`config.mk`:
```
export PLATFORM = sky130hd
export DESIGN_NAME = fp_norm_round_pipe_flat
export DESIGN_NICKNAME = d
export VERILOG_FILES = /design/src/rtl/fp_norm_round_pipe_if.sv /design/src/rtl/fp_norm_round_pipe.sv /design/src/flat_wrapper.sv
export SDC_FILE = /design/constraint.sdc
export NUM_CORES = 1
export LEC_CHECK = 0
export BUFFER_PORTS_ARGS = -buffer_cell sky130_fd_sc_hd__buf_2
export CAP_MARGIN = 20
export CORE_ASPECT_RATIO = 1.2
export CORE_MARGIN = 2
export CORE_UTILIZATION = 36
export CTS_CLUSTER_DIAMETER = 150
export DETAILED_ROUTE_END_ITERATION = 16
export GPL_TIMING_DRIVEN = 1
export PLACE_DENSITY = 0.54
export SKIP_CTS_REPAIR_TIMING = 1
export SLEW_MARGIN = 20
export SYNTH_ARGS = -nofsm -noshare
export SYNTH_HDL_FRONTEND = slang
export SYNTH_SLANG_ARGS = --single-unit
export TNS_END_PERCENT = 100
```
`constraint.sdc`:
```
create_clock -name CLK -period 2.7 [get_ports CLK]
set_input_delay 0.27 -clock CLK [delete_from_list [all_inputs] [get_ports CLK]]
set_output_delay 0.27 -clock CLK [all_outputs]
set_load 0.01 [all_outputs]
```
`src/rtl/fp_norm_round_pipe_if.sv`:
```
// Handshake and data bundle for the normalise-and-round back end.
// master drives the input beat and out_ready; slave is the pipeline.
interface fp_norm_round_pipe_if #(
    parameter int WIDTH     = 49,
    parameter int WIDTH_mat = 23,
    parameter int WIDTH_exp = 8
);
    logic                           in_valid;
    logic                           in_ready;
    logic                           sign_L;
    logic [WIDTH-1:0]               mat_in;
    logic [WIDTH_exp-1:0]           exp;
    logic [1:0]                     rnd_mode;
    logic                           clear;
    logic                           exce_in;
    logic                           out_valid;
    logic                           out_ready;
    logic [WIDTH_exp+WIDTH_mat:0]   result;
    logic                           exce_out;
    logic [3:0]                     flags;

    modport master (
        output in_valid, sign_L, mat_in, exp, rnd_mode, clear, exce_in, out_ready,
        input  in_ready, out_valid, result, exce_out, flags
    );

    modport slave (
        input  in_valid, sign_L, mat_in, exp, rnd_mode, clear, exce_in, out_ready,
        output in_ready, out_valid, result, exce_out, flags
    );
endinterface

```
`src/rtl/fp_norm_round_pipe.sv`:
```
// Pipelined normalise-and-round back end: leading-zero count, normalising
// shift, round/pack with saturating overflow and flush-to-zero underflow.
// Input sampled at edge N appears on the output register at edge N+3.
module fp_norm_round_pipe #(
    parameter int WIDTH     = 49,
    parameter int WIDTH_mat = 23,
    parameter int WIDTH_exp = 8
) (
    input logic                 CLK,
    input logic                 RST,
    fp_norm_round_pipe_if.slave bus
);
    localparam int LZW   = $clog2(WIDTH + 1);
    localparam int EW    = WIDTH_exp + 2;
    localparam int RW    = 1 + WIDTH_exp + WIDTH_mat;
    localparam int G_BIT = WIDTH - 2 - WIDTH_mat;
    localparam logic signed [EW-1:0] E_INF = EW'((1 << WIDTH_exp) - 1);
    localparam logic [1:0] RM_RNE = 2'b00;
    localparam logic [1:0] RM_RTZ = 2'b01;
    localparam logic [1:0] RM_RUP = 2'b10;
    localparam logic [1:0] RM_RDN = 2'b11;

    // Handshake: a beat transfers on an edge where valid & ready are both 1.
    // The whole pipe moves as one (adv); it freezes only when the output
    // holds a beat that downstream is not taking. in_ready is additionally
    // held low for the first cycle after reset release.
    logic adv, rst_done, out_valid_q;
    assign adv          = !out_valid_q || bus.out_ready;
    assign bus.in_ready = adv && rst_done;
    assign bus.out_valid = out_valid_q;

    function automatic logic [LZW-1:0] lzc(input logic [WIDTH-1:0] v);
        lzc = LZW'(WIDTH);
        for (int i = 0; i < WIDTH; i++)
            if (v[i]) lzc = LZW'(WIDTH - 1 - i);
    endfunction

    // Raise in_ready one cycle after reset release
    always_ff @(posedge CLK or negedge RST) begin
        if (!RST) rst_done <= 1'b0;
        else      rst_done <= 1'b1;
    end

    // Stage 1: register operands and their leading-zero count
    logic             s1_valid, s1_sign, s1_clear, s1_exce;
    logic [WIDTH-1:0] s1_man;
    logic [WIDTH_exp-1:0] s1_exp;
    logic [LZW-1:0]   s1_lz;
    logic [1:0]       s1_mode;
    always_ff @(posedge CLK or negedge RST) begin
        if (!RST) begin
            s1_valid <= 1'b0; s1_sign <= 1'b0; s1_clear <= 1'b0; s1_exce <= 1'b0;
            s1_man <= '0; s1_exp <= '0; s1_lz <= '0; s1_mode <= '0;
        end else if (adv) begin
            s1_valid <= bus.in_valid && bus.in_ready;
            s1_sign  <= bus.sign_L;
            s1_clear <= bus.clear;
            s1_exce  <= bus.exce_in;
            s1_man   <= bus.mat_in;
            s1_exp   <= bus.exp;
            s1_lz    <= lzc(bus.mat_in);
            s1_mode  <= bus.rnd_mode;
        end
    end

    // Stage 2: normalising shift and unrounded exponent E = exp + 1 - lz
    logic signed [EW-1:0] s1_e_c;
    assign s1_e_c = $signed(EW'(s1_exp) + EW'(1) - EW'(s1_lz));

    logic                 s2_valid, s2_sign, s2_clear, s2_exce;
    logic [WIDTH-1:0]     s2_man;
    logic signed [EW-1:0] s2_e;
    logic [1:0]           s2_mode;
    always_ff @(posedge CLK or negedge RST) begin
        if (!RST) begin
            s2_valid <= 1'b0; s2_sign <= 1'b0; s2_clear <= 1'b0; s2_exce <= 1'b0;
            s2_man <= '0; s2_e <= '0; s2_mode <= '0;
        end else if (adv) begin
            s2_valid <= s1_valid;
            s2_sign  <= s1_sign;
            s2_clear <= s1_clear;
            s2_exce  <= s1_exce;
            s2_man   <= s1_man << s1_lz;
            s2_e     <= s1_e_c;
            s2_mode  <= s1_mode;
        end
    end

    // Rounding decision from guard, sticky and fraction lsb
    logic [WIDTH_mat-1:0] s2_frac;
    logic                 s2_g, s2_s, s2_inc;
    logic [WIDTH_mat:0]   s2_frac_inc;
    logic signed [EW-1:0] s2_e_rnd;
    assign s2_frac = s2_man[WIDTH-2 -: WIDTH_mat];
    assign s2_g    = s2_man[G_BIT];
    assign s2_s    = |s2_man[G_BIT-1:0];

    // Round increment per rounding mode
    always_comb begin
        s2_inc = 1'b0;
        case (s2_mode)
            RM_RNE: s2_inc = s2_g && (s2_s || s2_frac[0]);
            RM_RTZ: s2_inc = 1'b0;
            RM_RUP: s2_inc = (s2_g || s2_s) && !s2_sign;
            RM_RDN: s2_inc = (s2_g || s2_s) && s2_sign;
            default: s2_inc = 1'b0;
        endcase
    end

    // An all-ones fraction carrying out wraps to zero and bumps the exponent
    assign s2_frac_inc = {1'b0, s2_frac} + (WIDTH_mat + 1)'(s2_inc);
    assign s2_e_rnd    = s2_e + EW'(s2_frac_inc[WIDTH_mat]);

    // Stage 3: register rounded fraction/exponent and classification inputs
    logic                 s3_valid, s3_sign, s3_clear, s3_exce, s3_zero, s3_inexact;
    logic [WIDTH_mat-1:0] s3_frac;
    logic signed [EW-1:0] s3_e;
    logic [1:0]           s3_mode;
    always_ff @(posedge CLK or negedge RST) begin
        if (!RST) begin
            s3_valid <= 1'b0; s3_sign <= 1'b0; s3_clear <= 1'b0; s3_exce <= 1'b0;
            s3_zero <= 1'b0; s3_inexact <= 1'b0; s3_frac <= '0; s3_e <= '0; s3_mode <= '0;
        end else if (adv) begin
            s3_valid   <= s2_valid;
            s3_sign    <= s2_sign;
            s3_clear   <= s2_clear;
            s3_exce    <= s2_exce;
            s3_zero    <= !s2_man[WIDTH-1];
            s3_inexact <= s2_g || s2_s;
            s3_frac    <= s2_frac_inc[WIDTH_mat-1:0];
            s3_e       <= s2_e_rnd;
            s3_mode    <= s2_mode;
        end
    end

    // Overflow goes to Inf when rounding direction points away from zero
    logic to_inf;
    assign to_inf = (s3_mode == RM_RNE) || (s3_mode == RM_RUP && !s3_sign) ||
                    (s3_mode == RM_RDN && s3_sign);

    // Pack with exception priority: exce_in, clear, zero, overflow, underflow
    logic [RW-1:0] pk_result;
    logic          pk_exce;
    logic [3:0]    pk_flags;
    always_comb begin
        pk_result = {s3_sign, s3_e[WIDTH_exp-1:0], s3_frac};
        pk_exce   = 1'b0;
        pk_flags  = {2'b00, s3_inexact, 1'b0};
        if (s3_exce) begin
            pk_result = '0;
            pk_exce   = 1'b1;
            pk_flags  = 4'b0000;
        end else if (s3_clear || s3_zero) begin
            pk_result = '0;
            pk_flags  = 4'b0001;
        end else if (s3_e >= E_INF) begin
            pk_exce  = 1'b1;
            pk_flags = 4'b1010;
            pk_result = to_inf ? {s3_sign, {WIDTH_exp{1'b1}}, {WIDTH_mat{1'b0}}}
                               : {s3_sign, {(WIDTH_exp-1){1'b1}}, 1'b0, {WIDTH_mat{1'b1}}};
        end else if (s3_e[EW-1] || s3_e == '0) begin
            pk_result = {s3_sign, {(RW-1){1'b0}}};
            pk_flags  = 4'b0111;
        end
    end

    // Output register: holds its beat while downstream stalls
    logic [RW-1:0] result_q;
    logic          exce_q;
    logic [3:0]    flags_q;
    always_ff @(posedge CLK or negedge RST) begin
        if (!RST) begin
            out_valid_q <= 1'b0; result_q <= '0; exce_q <= 1'b0; flags_q <= '0;
        end else if (adv) begin
            out_valid_q <= s3_valid;
            result_q    <= pk_result;
            exce_q      <= pk_exce;
            flags_q     <= pk_flags;
        end
    end

    assign bus.result   = result_q;
    assign bus.exce_out = exce_q;
    assign bus.flags    = flags_q;
endmodule
```
`src/flat_wrapper.sv`:
```
// flat-port wrapper written by rule: the top's interface ports become plain ports
module fp_norm_round_pipe_flat 
#(
    parameter int WIDTH     = 49,
    parameter int WIDTH_mat = 23,
    parameter int WIDTH_exp = 8
)
  (CLK, RST, bus_in_valid, bus_sign_L, bus_mat_in, bus_exp, bus_rnd_mode, bus_clear, bus_exce_in, bus_out_ready, bus_in_ready, bus_out_valid, bus_result, bus_exce_out, bus_flags);
  fp_norm_round_pipe_if #(.WIDTH(WIDTH), .WIDTH_mat(WIDTH_mat), .WIDTH_exp(WIDTH_exp)) bus_i ();
  input logic CLK;
  input logic RST;
  input wire logic [$bits(bus_i.in_valid)-1:0] bus_in_valid;
  input wire logic [$bits(bus_i.sign_L)-1:0] bus_sign_L;
  input wire logic [$bits(bus_i.mat_in)-1:0] bus_mat_in;
  input wire logic [$bits(bus_i.exp)-1:0] bus_exp;
  input wire logic [$bits(bus_i.rnd_mode)-1:0] bus_rnd_mode;
  input wire logic [$bits(bus_i.clear)-1:0] bus_clear;
  input wire logic [$bits(bus_i.exce_in)-1:0] bus_exce_in;
  input wire logic [$bits(bus_i.out_ready)-1:0] bus_out_ready;
  output wire logic [$bits(bus_i.in_ready)-1:0] bus_in_ready;
  output wire logic [$bits(bus_i.out_valid)-1:0] bus_out_valid;
  output wire logic [$bits(bus_i.result)-1:0] bus_result;
  output wire logic [$bits(bus_i.exce_out)-1:0] bus_exce_out;
  output wire logic [$bits(bus_i.flags)-1:0] bus_flags;
  assign bus_i.in_valid = bus_in_valid;
  assign bus_i.sign_L = bus_sign_L;
  assign bus_i.mat_in = bus_mat_in;
  assign bus_i.exp = bus_exp;
  assign bus_i.rnd_mode = bus_rnd_mode;
  assign bus_i.clear = bus_clear;
  assign bus_i.exce_in = bus_exce_in;
  assign bus_i.out_ready = bus_out_ready;
  assign bus_in_ready = bus_i.in_ready;
  assign bus_out_valid = bus_i.out_valid;
  assign bus_result = bus_i.result;
  assign bus_exce_out = bus_i.exce_out;
  assign bus_flags = bus_i.flags;
  fp_norm_round_pipe #(.WIDTH(WIDTH), .WIDTH_mat(WIDTH_mat), .WIDTH_exp(WIDTH_exp)) u_core (.CLK(CLK), .RST(RST), .bus(bus_i));
endmodule
```
; ---- Yosys cells after proc, flatten, opt, wreduce, memory -nomap -nowiden
; Index checks and enable logic that the tools add are counted.
[totals]
ff_bits = 214
[op_classes]
reduce_logical = 22
n_shift = 1
n_mux = 62
order_cmp = 1
add_sub_neg = 4
n_eq_ne = 5
[ops]
columns = cell, n
row1 = 6-bit two-way mux, 32
row2 = 5-bit two-way mux, 16
row3 = 32-bit two-way mux, 2
row4 = 31-bit two-way mux, 2
row5 = 49-bit by 6-bit << shifter with 49-bit output, 1
row6 = 23-bit by 1-bit adder with 24-bit output, 1
row7 = 24-bit two-way mux, 1
row8 = 24-bit OR reduction, 1
row9 = 4-bit two-way mux, 3
row10 = 10-bit by 1-bit adder with 10-bit output, 1
row11 = "10-bit by 9-bit >= comparator with 1-bit output, second input constant", 1
row12 = 10-bit zero test, 1
row13 = 10-bit by 6-bit subtractor with 10-bit output, 1
row14 = "8-bit by 1-bit adder with 9-bit output, second input constant", 1
row15 = "2-bit equality test, second input constant", 4
row16 = 1-bit logical AND, 7
row17 = 1-bit logical OR, 7
row18 = 1-bit zero test, 4
row19 = 2-bit zero test, 2
row20 = 1-bit two-way mux, 4
row21 = 1-bit case mux with 4 select lines, 1
row22 = 3-bit two-way mux, 1
row23 = "2-bit by 1-bit equality test with 1-bit output, second input constant", 1

; ---- Depth between registers and ports, before layout
[depth]
ltp_word = 49
mapped_depth = 17
depth_no_buf = 17

; ---- Worst setup path before layout
; No wires, ideal clock.
[synth_timing]
path_kind = register to register
from = register u_core.s2_man[20]
to = register u_core.s3_e[8]
stages_incl_launch_ff = 18
arrival_time_ns = 2.740
required_time_ns = 2.565
path_slack_ns = -0.175
path_cell_list = dfrtp_1 > nor4_1 > and4_1 > nand3_1 > o21a_1 > nor2_1 > nor3_1 > ha_1 > nand3_1 > nor3_1 > nand3_1 > nor2_1 > ha_1 > ha_1 > nand4_1 > nor2_1 > xnor2_1 > o21ai_0
[synth_between]
elab_chain_len = 6
word_cells_on_any_way = 9
[synth_lines]
columns = element, line_no
row1 = "start, declared", fp_norm_round_pipe.sv:71  ; logic [WIDTH-1:0] s2_man;
row2 = "start signal, assigned", fp_norm_round_pipe.sv:83  ; s2_man <= s1_man << s1_lz;
row3 = 24-bit OR reduction (*), fp_norm_round_pipe.sv:96  ; assign s2_s = |s2_man[G_BIT-1:0];
row4 = "1-bit logical OR, on equally long branches", "fp_norm_round_pipe.sv:104, fp_norm_round_pipe.sv:105, fp_norm_round_pipe.sv:102"
row5 = "1-bit logical AND, on equally long branches", "fp_norm_round_pipe.sv:105, fp_norm_round_pipe.sv:102, fp_norm_round_pipe.sv:104"
row6 = 1-bit case mux with 4 select lines (*), fp_norm_round_pipe.sv:101  ; case (s2_mode)
row7 = 23-bit by 1-bit adder with 24-bit output (*), fp_norm_round_pipe.sv:111  ; assign s2_frac_inc = {1'b0, s2_frac} + (WIDTH_mat + 1)'(s2_inc);
row8 = 10-bit by 1-bit adder with 10-bit output (*), fp_norm_round_pipe.sv:112  ; assign s2_e_rnd = s2_e + EW'(s2_frac_inc[WIDTH_mat]);
row9 = "end signal, assigned", fp_norm_round_pipe.sv:131  ; s3_e <= s2_e_rnd;
row10 = "end, declared", fp_norm_round_pipe.sv:117  ; logic signed [EW-1:0] s3_e;
; Every way passes the cells marked *; elsewhere a longest branch is shown, timed or not.
; A chain may end at the register's enable or synchronous reset.

; ---- Worst setup path after layout
[layout_timing]
from = register u_core.s2_man[12]
to = register u_core.s3_e[6]
; The elaborated chain is that of the path after synthesis.

==> run_results.csv <==
group,metric,value,unit
grt,globalRouteOverflowTotal,0,
clock_tree,clk_latency,0.55,ns
grt,gr-usage-all-layers,19.4,%
route,post_drt_wl_per_cell,17.7,um
synth,ys_ff_latch,214,
status,violations,"hold timing, setup timing",
sta,whs,-0.0270,ns
critical_path,crit_slowest_cell,"sky130_fd_sc_hd__dfrtp_1",
route,drt-vias-per-instance,5.30,
route,detail_route.first_pass.iterations,5,
power_and_ir_drop,net-switching-power,0.00577,W
critical_path,worstPathMaxFanout,3,
placement,buffer_ports.inserted,104,
placement,globalplace.congestion,0.901,
power_and_ir_drop,logic_pwr_share,39.8,%
worst_hold_path,hold_path.class,"in -> reg",
synth,synth.lib_cells_used.distinct,65,
route,drtAntennaViolNets,0,
synth,yosys.cell_count.top_type,"sky130_fd_sc_hd__nand2_1",
power_and_ir_drop,sw_share,38.5,%
synth,post_synth_edffs,0,
synth,cell_area_after_technology_mapping,12500,sq um
critical_path,reg2regPathDepth,17,
placement,preCtsSetupSlack,-0.327,ns
clock_tree,cts_made_buffers,23,
finish,fin_util,44.1,%
critical_path,r2r-end,"u_core.s3_e[6]$_DFFE_PN0N_",
clock_tree,clockRootBuffer,"sky130_fd_sc_hd__clkbuf_16",
placement,dpl.hpwl,26200,um
floorplan,die_width,174,um
synth,synth_top_cell_area_share,42.9,%
finish,fillers,3461,
power_and_ir_drop,power.static_leakage,6.60,nW
critical_path,category_of_the_critical_setup_timing_path,"reg -> reg",
power_and_ir_drop,internal_power,0.00923,W
power_and_ir_drop,max-vdd-ir-drop,0.555,mV
finish,post_route_cells_drive_above_1_share,20.6,%
floorplan,placeableCoreArea,34100,sq um
synth,most_frequent_cells_after_synthesis,"357 x sky130_fd_sc_hd__nand2_1, 214 x sky130_fd_sc_hd__dfrtp_1, 129 x sky130_fd_sc_hd__o21ai_0",
sta,setup_violations,6,
clock_tree,cts_max_level,1,
sta,worstMarginPinSlew,0.909,ns
critical_path,worst_setup_path_end_kind,"register",
sta,setup_tns,-0.437,ns
finish,finalNetCount,1608,
worst_hold_path,whs_path_depth,3,
worst_hold_path,hold-path-endpoint,"u_core.s1_man[11]$_DFFE_PN0N_",
finish,finalNonFillerCells,2003,
sta,worst_slew_margin_relative_to_its_limit,38.9,%
power_and_ir_drop,cell_pwr_density,998,nW/um^2
critical_path,critical_path_arrival,3.24,ns
power_and_ir_drop,power.sequential.fraction,37.5,%
synth,seq_area_frac_synth,42.9,%
critical_path,cpPeakStageDelay,0.39,ns
sta,setup_repair_after_global_routing_missed_its_margin,"yes",
route,first_iter_violations,796,
clock_tree,clock_tree.buffer_depth,3,
critical_path,critical_path_cell_sequence,"nor4_2 -> and4_1 -> nand3_2 -> o21a_1 -> nor2_1 -> nor3_2 -> ha_2 -> nand3_2 -> nor3_4 -> nand3_1 -> nor2_2 -> ha_2 -> ha_4 -> nand4_1 -> nor2_1 -> xnor2_1 -> o21ai_1",
synth,ys_async_sr_fraction,100,%
grt,antenna_found_initial,0,
placement,placed_cells_incl_taps,1931,
worst_hold_path,holdCritStartpoint,"bus_mat_in[11]",
synth,synth_ff_type,"sky130_fd_sc_hd__dfrtp_1",
power_and_ir_drop,power.clock.fraction,22.7,%
sta,finalHoldViolCount,6,
floorplan,die_area,36200,sq um
critical_path,worst_r2r_startpoint,"u_core.s2_man[12]$_DFFE_PN0N_",
clock_tree,tritoncts_num_sinks,214,
sta,finalMaxSlewViolations,0,
critical_path,worst_setup_path_start_kind,"register",
synth,syn_avg_cell_area,8.95,sq um
critical_path,required,3.12,ns
synth,synthesis.nets,1471,
critical_path,setup.reg_to_reg.worst_slack,-0.12,ns
clock_tree,tritoncts,"done",
grt,first_global_vias,10400,
sta,worst_skew,0.0219,ns
sta,fin_crit_sh,104,%
synth,yosys_warnings,0,
sta,finalWorstPathRequiredPeriod,2.82,ns
status,run_status,"finished with violations",
sta,max_clock_freq,355,MHz
floorplan,start_util,36.6,%
finish,area_growth_syn_to_layout,20.5,%
clock_tree,clock_pin_slew_on_the_worst_setup_and_hold_paths,0.06,ns
floorplan,placementRows,74,
route,via_count,10600,
grt,grt_start_max_net_pins,109,
floorplan,floorplan.io_pins,105,
route,detail_route.drc_violations,0,
floorplan,dieHeight,208,um
finish,antenna_cells,0,
sta,finalWorstSetupSlack,-0.119,ns
synth,ys_top_cells_by_area,"sky130_fd_sc_hd__dfrtp_1 43%, sky130_fd_sc_hd__nand2_1 11%, sky130_fd_sc_hd__mux4_2 5.8%",
synth,yosys.area.top_type,"sky130_fd_sc_hd__dfrtp_1",
grt,global_route_wire_length_before_repair,57100,um
route,routed_wirelength,35500,um
run,cap_violations,0,
synth,syn-instance-count,1393,
==> kinds of logic after synthesis <==
kind of cell | Yosys count | synth area share, %
mux | 138 | 14.9
flops | 214 | 42.9
other cells | 1 | 0.0301
fa+ha+maj | 12 | 1.26
simple gates | 564 | 18.9
compound gates | 316 | 15.4
buf+inv | 108 | 3.72
xor+xnor | 40 | 2.81
==> layer usage <==
metal / wire length, um / GRT usage (%) / up-vias
met5: 0 / 0 / -
met4: 1430 / 8.29 / 0
met3: 1340 / 2.11 / 81
met2: 16800 / 31.6 / 247
met1: 15900 / 26.3 / 5060
li1: - / - / 5221
==> metrics by stage <==
step	cell area, sq um	power [W]	hold WS (ns)
global route	15000	0.0161	0.00141
detailed placement	13800	0.0115	0.284
finish	15000	0.0150	-0.0270
global placement	13800	0.0114	0.299
floorplan	12500	0.00924	-0.0256
CTS	14700	0.0150	-0.303
==> sequential cells by signal, summed over array words and instances (netlist names), 2 cells and up <==
| signal | cells |
|---|---|
| u_core.s2_man | 49 |
| u_core.bus.flags | 4 |
| u_core.s1_lz | 6 |
| u_core.s1_mode | 2 |
| u_core.s1_exp | 8 |
| u_core.bus.result | 32 |
| u_core.s3_frac | 23 |
| u_core.s2_mode | 2 |
| u_core.s2_e | 10 |
| u_core.s3_mode | 2 |
| u_core.s1_man | 49 |
| u_core.s3_e | 10 |
==> cell type report <==
type	count	area (sq um)	area share, %
timing repair buffer	198	1430	9.51
inverter	22	82.6	0.549
multi-input combinational	1071	6760	45.0
clock inverter	8	134	0.891
clock buffer	34	697	4.64
sequential	214	5360	35.7
tap	456	571	3.80
==> cell usage in the layout (no fill, tap or decap), types with 19 or more instances in the layout <==
cell,count
sky130_fd_sc_hd__buf_4,59
sky130_fd_sc_hd__clkbuf_16,23
sky130_fd_sc_hd__nor3_1,22
sky130_fd_sc_hd__nand3_1,25
sky130_fd_sc_hd__nor2_1,87
sky130_fd_sc_hd__dlygate4sd3_1,24
sky130_fd_sc_hd__dfrtp_1,211
sky130_fd_sc_hd__inv_1,19
sky130_fd_sc_hd__buf_2,103
sky130_fd_sc_hd__o21ai_0,127
sky130_fd_sc_hd__nand2_1,357
sky130_fd_sc_hd__mux2_2,44
sky130_fd_sc_hd__mux2i_1,60
sky130_fd_sc_hd__mux4_2,32
sky130_fd_sc_hd__a21oi_1,71
sky130_fd_sc_hd__xor2_1,20
sky130_fd_sc_hd__xnor2_1,20
==> worst max-delay path by stage <==
stage	from	endpoint	slack, ns	cells after the start
6_report	u_core.s2_man[12]$_DFFE_PN0N_	u_core.s3_e[6]$_DFFE_PN0N_	-0.12	17
5_1_grt	u_core.s2_man[12]$_DFFE_PN0N_	u_core.s3_e[6]$_DFFE_PN0N_	-0.29	17
4_1_cts	u_core.s2_man[1]$_DFFE_PN0N_	u_core.s3_e[8]$_DFFE_PN0N_	-0.34	17
3_5_place_dp	u_core.s2_man[23]$_DFFE_PN0N_	u_core.s3_e[8]$_DFFE_PN0N_	-0.33	17
3_3_place_gp	u_core.s2_man[12]$_DFFE_PN0N_	u_core.s3_e[8]$_DFFE_PN0N_	-0.30	17
2_1_floorplan	u_core.s2_man[20]$_DFFE_PN0N_	u_core.s3_e[8]$_DFFE_PN0N_	0.009	17
==> worst max-delay path: cells and delay by family, from the launching register on <==
kind                       cells  cell delay [ns]
AOI/OAI and AO/OA              2             0.26
xor gates and xnor gates       1             0.15
adders and majority gates      3             0.58
DFF                            1             0.39
and+or+nand+nor               11             1.29
==> power by group through the flow <==
stage	clock, W	combinational, W	sequential (W)
CTS	0.00351	0.00586	0.00562
finish	0.00340	0.00598	0.00563
global route	0.00363	0.00662	0.00582
floorplan	0	0.00390	0.00534
detailed placement	0	0.00584	0.00567
global placement	0	0.00581	0.00562
Note: power is estimated with default switching activity, not from simulation.
